<file path="config.mk">
export PLATFORM = sky130hd
export DESIGN_NAME = voxel_grid_reader
export DESIGN_NICKNAME = d
export VERILOG_FILES = /design/src/rtl/voxel_grid_reader_pkg.sv /design/src/rtl/voxel_mean_div.sv /design/src/rtl/voxel_grid_reader.sv
export SDC_FILE = /design/constraint.sdc
export NUM_CORES = 1
export LEC_CHECK = 0
export CORE_MARGIN = 3
export CORE_UTILIZATION = 55
export DETAILED_ROUTE_END_ITERATION = 10
export PLACE_DENSITY = 0.84
export SLEW_MARGIN = 10
export SYNTH_ARGS = -nofsm -noshare
export SYNTH_HDL_FRONTEND = slang
export SYNTH_SLANG_ARGS = --single-unit
</file>
<file path="constraint.sdc">
create_clock -name clk -period 5.3 [get_ports clk]
set_clock_uncertainty 0.15 [all_clocks]
set_input_delay 1.59 -clock clk [delete_from_list [all_inputs] [get_ports clk]]
set_output_delay 1.59 -clock clk [all_outputs]
set_load 0.005 [all_outputs]
</file>
<file path="src/rtl/voxel_grid_reader_pkg.sv">
// Shared definitions for the voxel grid reader: voxel word field offsets, feature word
// layout, arithmetic widths and the scan FSM state encoding.
// Optional build macro: VGR_CLEAR_ON_READ_EN adds the StClear state.
package voxel_grid_reader_pkg;

   localparam int unsigned COUNT_BITS = 8;
   localparam int unsigned SUM_BITS   = 24;
   localparam int unsigned COORD_BITS = 10;
   localparam int unsigned INDEX_BITS = 15;

   // Voxel word: [79:72] count, [71:48] sumX, [47:24] sumY, [23:0] sumZ
   localparam int unsigned VOXEL_BITS = COUNT_BITS + 3 * SUM_BITS;
   localparam int unsigned SUMZ_LSB   = 0;
   localparam int unsigned SUMY_LSB   = SUMZ_LSB + SUM_BITS;
   localparam int unsigned SUMX_LSB   = SUMY_LSB + SUM_BITS;
   localparam int unsigned COUNT_LSB  = SUMX_LSB + SUM_BITS;

   // Feature word: {index, count, meanX, meanY, meanZ}
   localparam int unsigned FEAT_BITS       = INDEX_BITS + COUNT_BITS + 3 * COORD_BITS;
   localparam int unsigned FEAT_MEANZ_LSB  = 0;
   localparam int unsigned FEAT_MEANY_LSB  = FEAT_MEANZ_LSB + COORD_BITS;
   localparam int unsigned FEAT_MEANX_LSB  = FEAT_MEANY_LSB + COORD_BITS;
   localparam int unsigned FEAT_COUNT_LSB  = FEAT_MEANX_LSB + COORD_BITS;
   localparam int unsigned FEAT_INDEX_LSB  = FEAT_COUNT_LSB + COUNT_BITS;

   localparam logic [COORD_BITS-1:0] MEAN_MAX = '1;

   typedef enum logic [2:0] {
      StIdle,
      StRead,
      StWait,
      StCheck,
      StDiv,
      StOut,
      StDone
`ifdef VGR_CLEAR_ON_READ_EN
      , StClear
`endif
   } state_e;

   // Clamp a full-width quotient to the feature coordinate range.
   function automatic logic [COORD_BITS-1:0] sat_mean(input logic [SUM_BITS-1:0] q);
      return (|q[SUM_BITS-1:COORD_BITS]) ? MEAN_MAX : q[COORD_BITS-1:0];
   endfunction

endpackage

</file>
<file path="src/rtl/voxel_mean_div.sv">
// Sequential restoring divider: 24-bit dividend / 8-bit divisor, one quotient bit per
// cycle. done is high during the 24th iteration; quotient is final the cycle after.
module voxel_mean_div
   import voxel_grid_reader_pkg::*;
(
   input  logic                  clk,
   input  logic                  rst_n,
   input  logic                  start,
   input  logic [SUM_BITS-1:0]   dividend,
   input  logic [COUNT_BITS-1:0] divisor,
   output logic                  done,
   output logic [SUM_BITS-1:0]   quotient
);

   logic [SUM_BITS-1:0]   quo_q, quo_d;
   logic [COUNT_BITS-1:0] rem_q, rem_d;
   logic [COUNT_BITS-1:0] dvs_q, dvs_d;
   logic [4:0]            cnt_q, cnt_d;
   logic                  run_q, run_d;
   logic [COUNT_BITS:0]   trial;
   logic [COUNT_BITS:0]   diff;

   // Next-state: load on start, else shift one dividend bit into the remainder per cycle.
   always_comb begin
      quo_d = quo_q;
      rem_d = rem_q;
      dvs_d = dvs_q;
      cnt_d = cnt_q;
      run_d = run_q;
      trial = {rem_q, quo_q[SUM_BITS-1]};
      diff  = trial - {1'b0, dvs_q};
      if (start) begin
         quo_d = dividend;
         rem_d = '0;
         dvs_d = divisor;
         cnt_d = '0;
         run_d = 1'b1;
      end else if (run_q) begin
         // trial < 2*divisor, so a successful subtraction always fits in COUNT_BITS
         if (trial >= {1'b0, dvs_q}) begin
            rem_d = diff[COUNT_BITS-1:0];
            quo_d = {quo_q[SUM_BITS-2:0], 1'b1};
         end else begin
            rem_d = trial[COUNT_BITS-1:0];
            quo_d = {quo_q[SUM_BITS-2:0], 1'b0};
         end
         cnt_d = cnt_q + 5'd1;
         if (cnt_q == 5'(SUM_BITS - 1)) run_d = 1'b0;
      end
   end

   // Divider state registers.
   always_ff @(posedge clk or negedge rst_n) begin
      if (!rst_n) begin
         quo_q <= '0;
         rem_q <= '0;
         dvs_q <= '0;
         cnt_q <= '0;
         run_q <= 1'b0;
      end else begin
         quo_q <= quo_d;
         rem_q <= rem_d;
         dvs_q <= dvs_d;
         cnt_q <= cnt_d;
         run_q <= run_d;
      end
   end

   assign done     = run_q && (cnt_q == 5'(SUM_BITS - 1));
   assign quotient = quo_q;

endmodule

</file>
<file path="src/rtl/voxel_grid_reader.sv">
// Scans every voxel of the BRAM grid in ascending address order and emits one feature
// (index, count, per-axis mean) for every non-empty voxel over a valid/ready port.
// Optional build macro: VGR_CLEAR_ON_READ_EN zeroes each voxel after it has been read.
module voxel_grid_reader
   import voxel_grid_reader_pkg::*;
#(
   parameter int unsigned ADDR_W   = 15,
   parameter int unsigned READ_LAT = 1
) (
   input  logic                  clk,
   input  logic                  rst_n,
   input  logic                  start,
   output logic                  busy,
   output logic                  done,
   output logic [ADDR_W-1:0]     bram_addr,
   output logic                  bram_re,
   input  logic [VOXEL_BITS-1:0] bram_data_in,
   output logic                  bram_we,
   output logic [VOXEL_BITS-1:0] bram_data_out,
   output logic                  feat_valid,
   input  logic                  feat_ready,
   output logic [FEAT_BITS-1:0]  feat_data,
   output logic [15:0]           feat_cnt
);

   state_e                  state_q, state_d;
   logic [ADDR_W-1:0]       addr_q, addr_d;
   logic [1:0]              wait_q, wait_d;
   logic [VOXEL_BITS-1:0]   vox_q, vox_d;
   logic [15:0]             feat_cnt_q, feat_cnt_d;
   logic                    adv;
   logic                    div_start;
   logic                    done_x, done_y, done_z;
   logic [SUM_BITS-1:0]     quo_x, quo_y, quo_z;
   logic [COUNT_BITS-1:0]   vox_count;

   assign vox_count = vox_q[COUNT_LSB +: COUNT_BITS];
   assign div_start = (state_q == StCheck) && (vox_count != '0);

   voxel_mean_div u_div_x (
      .clk      (clk),
      .rst_n    (rst_n),
      .start    (div_start),
      .dividend (vox_q[SUMX_LSB +: SUM_BITS]),
      .divisor  (vox_count),
      .done     (done_x),
      .quotient (quo_x)
   );

   voxel_mean_div u_div_y (
      .clk      (clk),
      .rst_n    (rst_n),
      .start    (div_start),
      .dividend (vox_q[SUMY_LSB +: SUM_BITS]),
      .divisor  (vox_count),
      .done     (done_y),
      .quotient (quo_y)
   );

   voxel_mean_div u_div_z (
      .clk      (clk),
      .rst_n    (rst_n),
      .start    (div_start),
      .dividend (vox_q[SUMZ_LSB +: SUM_BITS]),
      .divisor  (vox_count),
      .done     (done_z),
      .quotient (quo_z)
   );

   // Next-state and datapath updates for the scan FSM.
   always_comb begin
      state_d    = state_q;
      addr_d     = addr_q;
      wait_d     = wait_q;
      vox_d      = vox_q;
      feat_cnt_d = feat_cnt_q;
      adv        = 1'b0;
      unique case (state_q)
         StIdle: begin
            if (start) begin
               state_d    = StRead;
               addr_d     = '0;
               feat_cnt_d = '0;
            end
         end
         StRead: begin
            state_d = StWait;
            wait_d  = '0;
         end
         StWait: begin
            if (wait_q == 2'(READ_LAT - 1)) begin
               vox_d   = bram_data_in;
               state_d = StCheck;
            end else begin
               wait_d = wait_q + 2'd1;
            end
         end
         StCheck: begin
            if (vox_count != '0) begin
               state_d = StDiv;
            end else begin
`ifdef VGR_CLEAR_ON_READ_EN
               state_d = StClear;
`else
               adv = 1'b1;
`endif
            end
         end
         StDiv: begin
            if (done_x && done_y && done_z) state_d = StOut;
         end
         StOut: begin
            if (feat_ready) begin
               if (feat_cnt_q != '1) feat_cnt_d = feat_cnt_q + 16'd1;
`ifdef VGR_CLEAR_ON_READ_EN
               state_d = StClear;
`else
               adv = 1'b1;
`endif
            end
         end
`ifdef VGR_CLEAR_ON_READ_EN
         StClear: adv = 1'b1;
`endif
         StDone:  state_d = StIdle;
         default: state_d = StIdle;
      endcase
      // Move to the next voxel, or finish after the last address of the grid.
      if (adv) begin
         if (addr_q == '1) begin
            state_d = StDone;
         end else begin
            addr_d  = addr_q + 1'b1;
            state_d = StRead;
         end
      end
   end

   // State and datapath registers; reset abandons any scan in progress.
   always_ff @(posedge clk or negedge rst_n) begin
      if (!rst_n) begin
         state_q    <= StIdle;
         addr_q     <= '0;
         wait_q     <= '0;
         vox_q      <= '0;
         feat_cnt_q <= '0;
      end else begin
         state_q    <= state_d;
         addr_q     <= addr_d;
         wait_q     <= wait_d;
         vox_q      <= vox_d;
         feat_cnt_q <= feat_cnt_d;
      end
   end

   assign busy          = (state_q != StIdle);
   assign done          = (state_q == StDone);
   assign bram_re       = (state_q == StRead);
   assign bram_addr     = addr_q;
   assign bram_data_out = '0;
`ifdef VGR_CLEAR_ON_READ_EN
   assign bram_we       = (state_q == StClear);
`else
   assign bram_we       = 1'b0;
`endif
   assign feat_valid    = (state_q == StOut);
   assign feat_cnt      = feat_cnt_q;
   // Only sampled in StOut, where all inputs to this word are held stable.
   assign feat_data     = {INDEX_BITS'(addr_q), vox_count,
                           sat_mean(quo_x), sat_mean(quo_y), sat_mean(quo_z)};

endmodule

</file>
==> results of run 1 <==
worst paths after layout:
check	startpoint	cells after the start	slack, ns	to
worst max-delay path	u_div_z.quotient[13]	4	0.98	feat_data[8]
worst min-delay path	vox_q[70]	2	0.32	u_div_x.quotient[22]
max in group asynchronous	rst_n	2	3.08	u_div_y.quotient[2]
worst max register to register	u_div_x.dvs_q[1]	6	2.11	u_div_y.rem_q[0]
worst min register to register	vox_q[70]	2	0.32	u_div_x.quotient[22]
min in group asynchronous	rst_n	1	0.95	vox_q[72]
flip-flops by register name, summed over array words and instances (netlist names), 8 cells and up:
| register | cells |
|---|---|
| feat_cnt | 16 |
| bram_addr | 15 |
| u_div_x.rem_q | 8 |
| vox_q | 80 |
| u_div_y.quotient | 24 |
| u_div_z.rem_q | 8 |
| u_div_x.quotient | 24 |
| u_div_y.rem_q | 8 |
| u_div_x.dvs_q | 8 |
| u_div_z.quotient | 24 |
per-stage QoR:
| stage | setup WS (ns) | util |
|---|---|---|
| floorplan | 2.088 | - |
| global placement | 1.384 | 0.6292 |
| detailed placement | 1.341 | 0.6292 |
| CTS | 0.9327 | 0.6661 |
| global route | 0.8267 | 0.6664 |
| finish | 0.9760 | 0.6664 |
cell usage in the layout, fill, tap and decap left out, types with 7 or more instances in the layout:
| cell type | instances |
|---|---|
| dfrtp_1 | 235 |
| clkdlybuf4s50_1 | 170 |
| nand2_1 | 126 |
| o21ai_0 | 124 |
| mux2i_1 | 84 |
| mux2_2 | 82 |
| conb_1 | 81 |
| nor2_1 | 60 |
| or2_2 | 31 |
| nand3_1 | 30 |
| ha_1 | 30 |
| inv_1 | 29 |
| a21oi_1 | 29 |
| a31oi_1 | 25 |
| clkbuf_16 | 25 |
| nand4_1 | 21 |
| o211ai_1 | 16 |
| xor2_1 | 15 |
| xnor2_1 | 13 |
| nor4_1 | 11 |
| o31ai_1 | 11 |
| nand2b_1 | 10 |
| nor3_1 | 9 |
| or4_1 | 8 |
| a21o_1 | 7 |
power groups by stage:
stage,clock network (mW),logic (mW),registers [mW]
after floorplan,0,3.31,3.09
after global placement,0,3.80,3.39
final,1.80,4.02,3.44
after detailed placement,0,3.98,3.44
after CTS,1.82,4.02,3.43
after global routing,1.89,4.56,3.56
cell families after synthesis:
kind of cell / count (synthesis) / synth area share
AND/OR/NAND/NOR: 341 / 0.1312
AO/OA/AOI/OAI: 262 / 0.1283
flip-flops: 238 / 0.4645
buffers and inverters: 188 / 0.08500
multiplexers: 166 / 0.1376
adder cells (fa/ha/maj): 33 / 0.03396
XOR/XNOR: 28 / 0.01913
other: 1 / 0.0002925
worst register-to-register path: stages (launching register included):
cell,delay [ns]
dfrtp_1,0.56
inv_1,0.24
ha_1,0.36
a2111oi_1,0.61
o211ai_1,0.56
or3_1,0.50
o311ai_0,0.10
layer usage:
layer  vias to the layer above  share of wire  wire length [um]
met5                         -        0.00047                13
met4                         2          0.018               505
met3                        43          0.068              1898
met2                       300           0.49             13590
met1                      4740           0.43             11930
li1                       4551              -                 -
cell type report:
class / count / area [um2]
fillers: 1721 / 7600
multi-input cells: 911 / 6096
flip-flops and latches: 238 / 5959
repair buffers: 178 / 1782
clock buffers: 33 / 715.7
well taps: 313 / 391.6
clock inverters: 7 / 125.1
inverters: 29 / 108.9
==> impl_metrics.toml, run 1 <==
[floorplan]
coreArea_mm2 = 0.02278
placementRows = 55
ios = 253
die_area_mm2 = 0.02518
start_util = 0.5629
die_h_um = 158.7
die-width_um = 158.7

[pwr]
p_int_mw = 5.713
seq_power_share = 0.371
pwr-share-comb = 0.434
leakage_nw = 6.796
power_switching_mw = 3.540
ir_drop_mv = 0.3452
sw_frac_of_total = 0.3826
cellPowerDensity_mw_per_mm2 = 609.6
total_power_mw = 9.253
p_clk_frac = 0.194

[timing]
timing.slew.headroom = 0.2273
fmax_mhz = 231.3
setup_tns_ns = 0
drv_slew = 0
whs_ns = 0.3209
rsz0062_at_grt = "no"
finalSetupViolations = 0
finalCriticalPeriod_ns = 4.324
hold_viol = 0
tightestPinTransition_ns = 1.159
fin_crit_sh = 0.8158

[cts]
cts-root-buf = "clkbuf_16"
post_cts_buffers = 0
h-tree-depth = 1
clk_latency_ns = 0.53
cts_tree = "done"
postCtsResizedCells = 0
numClockSinks = 238
hold_buffers = 0
cts.clk_slew.worst_paths_ns = 0.06
clockBufferDepth = 3
cts_buffers = 25

[setup_path]
critPathRequiredTime_ns = 3.56
cpMaxStageDelayCell = "clkdlybuf4s50_1"
crit_chain = "nor4_1 -> nand4_1 -> or2_2 -> clkdlybuf4s50_1"
crit_buf_inv = 1
worst-setup-path-type = "flip-flop to primary output"
worst_setup_path_end_kind = "primary output"
crit_family = "simple AND/OR/NAND/NOR gates"
crit_path_max_incr_delay_ns = 0.45
crit_path_max_fanout = 10
cp_data_arrival_time_ns = 2.58
crit_path_start_kind = "flip-flop"

[placement]
place_hpwl_um = 18770
placed_cells = 1669
gp_congestion = 0.8864
dpl_cell_area_mm2 = 0.01433
io_buffers = 171

[yosys]
ys.flop_type = "dfrtp_1"
netlist_area_mm2 = 0.01282
ys_types = 67
synth_area_leader_cell = "dfrtp_1"
yosysSeqAreaShare = 0.4645
ys_top_cells_by_count = "238 x dfrtp_1, 126 x nand2_1, 125 x o21ai_0"
synth_warnings = 0
yosysTopAreaCellShare = 0.4645
synth_area_leaders = "dfrtp_1 46%, mux2_2 7.2%, mux2i_1 6.6%, buf_4 5.6%, o21ai_0 4.9%"
ys_ff_latch = 238
synth_edf_count = 0
synthCells = 1257
avgSynthCellArea_um2 = 10.20
yosys.cell_count.top_type = "dfrtp_1"
async_flop_share = 1.000

[global_route]
grt_use_met1 = 0.2867
grt-ovfl-total = 0
grt_pass1_vias = 9140
met3_usage = 0.03860
antenna_found_initial = 1
grt_start_max_net_pins = 126
grt_pass1_wl_um = 45010
use_met2 = 0.3685
track_usage = 0.2148
busiest_layer = "met2"

[finish]
fin_area_mm2 = 0.01518
final_cells = 1709
post_route_cells_drive_above_1_share = 0.1275
layout-area-overhead-vs-synth_pct = 18.39
diodes = 0
nets = 1500

[status]
outcome = "finished, final reports clean"

[route]
first_pass_iters = 5
wl_per_cell_um = 16.35
vias = 9636
drt_wl_total_um = 27940
drc = 0
via_per_inst = 5.638
drt_iter0_drc = 513
final_antenna_net_count = 0

[hold_path]
hp-class = "flip-flop to flip-flop"

[flow_run]
drv_cap = 0
Power figures use the tool's default switching activity.
==> inputs of run 2 (changes only) <==
Settings changed: CORE_UTILIZATION 55 to 48, PLACE_DENSITY 0.84 to 0.78.
Clock period 5.3 ns to 3.9 ns, I/O delays scaled along.
==> run 2 against run 1 <==
Final area rose by 0.65%; sequential share of layout area shrank 0.25 points; non-clock buffer count grew 12; combinational power up 42%; worst hold slack better by 0.0025 ns; critical endpoint is now feat_data[7]; largest cell class unchanged; highest routed layer unchanged.
==> impl_metrics.toml, run 2 (synthesis gave the netlist of run 1 again) <==
[status]
outcome = "finished, final reports clean"

[hold_path]
hp-class = "flip-flop to flip-flop"

[timing]
setup_tns_ns = 0
drv_slew = 0
hold_viol = 0
finalSetupViolations = 0
rsz0062_at_grt = "no"
fin_crit_sh = 0.9389
finalCriticalPeriod_ns = 3.662
fin_ws_ns = 0.2381
fmax_mhz = 273.1
tightestPinTransition_ns = 1.039
timing.slew.headroom = 0.3043

[placement]
placed_cells = 1700
gp_congestion = 0.8608
io_buffers = 171
place_hpwl_um = 19400
place_ws_ns = 0.4909

[cts]
numClockSinks = 238
h-tree-depth = 1
clk_latency_ns = 0.52
clockBufferDepth = 3
cts_tree = "done"
cts-root-buf = "clkbuf_16"
cts_buffers = 25
postCtsResizedCells = 0
cts.clk_slew.worst_paths_ns = 0.06

[global_route]
antenna_found_initial = 1
track_usage = 0.1874
grt_start_max_net_pins = 67
grt_pass1_wl_um = 45710
grt_pass1_vias = 9249
grt-ovfl-total = 0

[route]
drt_wl_total_um = 27910
first_pass_iters = 7
vias = 9678
wl_per_cell_um = 15.99
drt_iter0_drc = 648
drc = 0
final_antenna_net_count = 0
via_per_inst = 5.546

[finish]
diodes = 0
seq_area_mm2 = 0.005959
largest_reg_flops = 80
fillerInstances = 2211
mostFrequentLayoutCell = "dfrtp_1"
nets = 1512
post_route_cells_drive_above_1_share = 0.1326
multi_input_area_mm2 = 0.006090
final_cell_mix = "235 x dfrtp_1, 170 x clkdlybuf4s50_1, 126 x nand2_1, 124 x o21ai_0, 84 x mux2i_1"
final_cells = 1745
regMostFlops = "vox_q"
layout-area-overhead-vs-synth_pct = 19.16

[pwr]
cellPowerDensity_mw_per_mm2 = 818.4
ir_drop_mv = 0.4379
leakage_nw = 6.829

[setup_path]
cp_data_arrival_time_ns = 2.34
cpMaxStageDelayCell = "clkdlybuf4s50_1"
critPathRequiredTime_ns = 2.58
crit_path_max_incr_delay_ns = 0.46
worst_setup_path_end_kind = "primary output"
crit_path_start_kind = "flip-flop"
worst-setup-path-type = "flip-flop to primary output"
crit_path_max_fanout = 10
crit_chain = "nor4_1 -> nand4_1 -> buf_4 -> or2_2 -> clkdlybuf4s50_1"

[floorplan]
coreArea_mm2 = 0.02613
die_area_mm2 = 0.02871
die_h_um = 169.4
die-width_um = 169.4
start_util = 0.4906
placementRows = 59
ios = 253

[flow_run]
drv_cap = 0
run 2: where the power goes:
group	internal (mW)	total [mW]	leakage [nW]	switching, mW
clock network	1.35	2.31	0.385	0.958
logic	2.72	5.69	3.51	2.97
registers	3.62	4.50	2.93	0.884
total	7.69	12.5	6.83	4.81
run 2: repair_timing:
action,in CTS,in global routing
hold buffers,0,0
setup buffers,1,2
setup endpoints to repair,10,20
pin swaps,1,2
run 2: per-stage QoR:
stage               total power, mW  hold WS, ns    util  cell area, um2
detailed placement            10.18       0.3150  0.5535           14460
finish                        12.50       0.3234  0.5846           15280
CTS                           12.55       0.3278  0.5840           15260
global placement              9.918       0.3033  0.5535           14460
floorplan                     8.702       0.2954       -           13120
global route                  13.48       0.3426  0.5846           15280
run 2: final cells by class:
class / instances / share of cell area
clock buffer: 37 / 0.04783
clock inverter: 5 / 0.003931
inverter: 29 / 0.007125
multi-input combinational: 911 / 0.3986
sequential: 238 / 0.3901
tap: 335 / 0.02744
timing repair buffer: 190 / 0.1250
run 2: layer usage:
layer	global-route usage	wire (um)	vias to the layer above
met5	0	13	-
met4	0.03734	552	2
met3	0.03867	1896	45
met2	0.3109	13090	302
met1	0.2580	12350	4754
li1	-	-	4575
run 2: worst max-delay path, delay by kind of cell, from the launching register on:
family                 cells  cell delay [ns]
and+or+nand+nor            3             0.75
buffers and inverters      2             0.65
DFF                        1             0.41
run 2: final timing paths:
check | startpoint | endpoint | slack [ns] | cells past startpoint
worst max-delay path | u_div_z.quotient[23] | feat_data[7] | 0.24 | 5
worst min-delay path | vox_q[0] | u_div_z.quotient[0] | 0.32 | 1
worst max register to register | u_div_x.dvs_q[1] | u_div_y.rem_q[1] | 0.69 | 6
worst min register to register | vox_q[0] | u_div_z.quotient[0] | 0.32 | 1
max in group asynchronous | rst_n | vox_q[52] | 2.17 | 2
min in group asynchronous | rst_n | vox_q[73] | 0.44 | 1
==> inputs of run 3 (changes only) <==
Settings changed: ABC_CLOCK_PERIOD_IN_PS set to 3900.
==> results of run 3 <==
No change in the layout: final DEF, timing and power equal those of run 2.
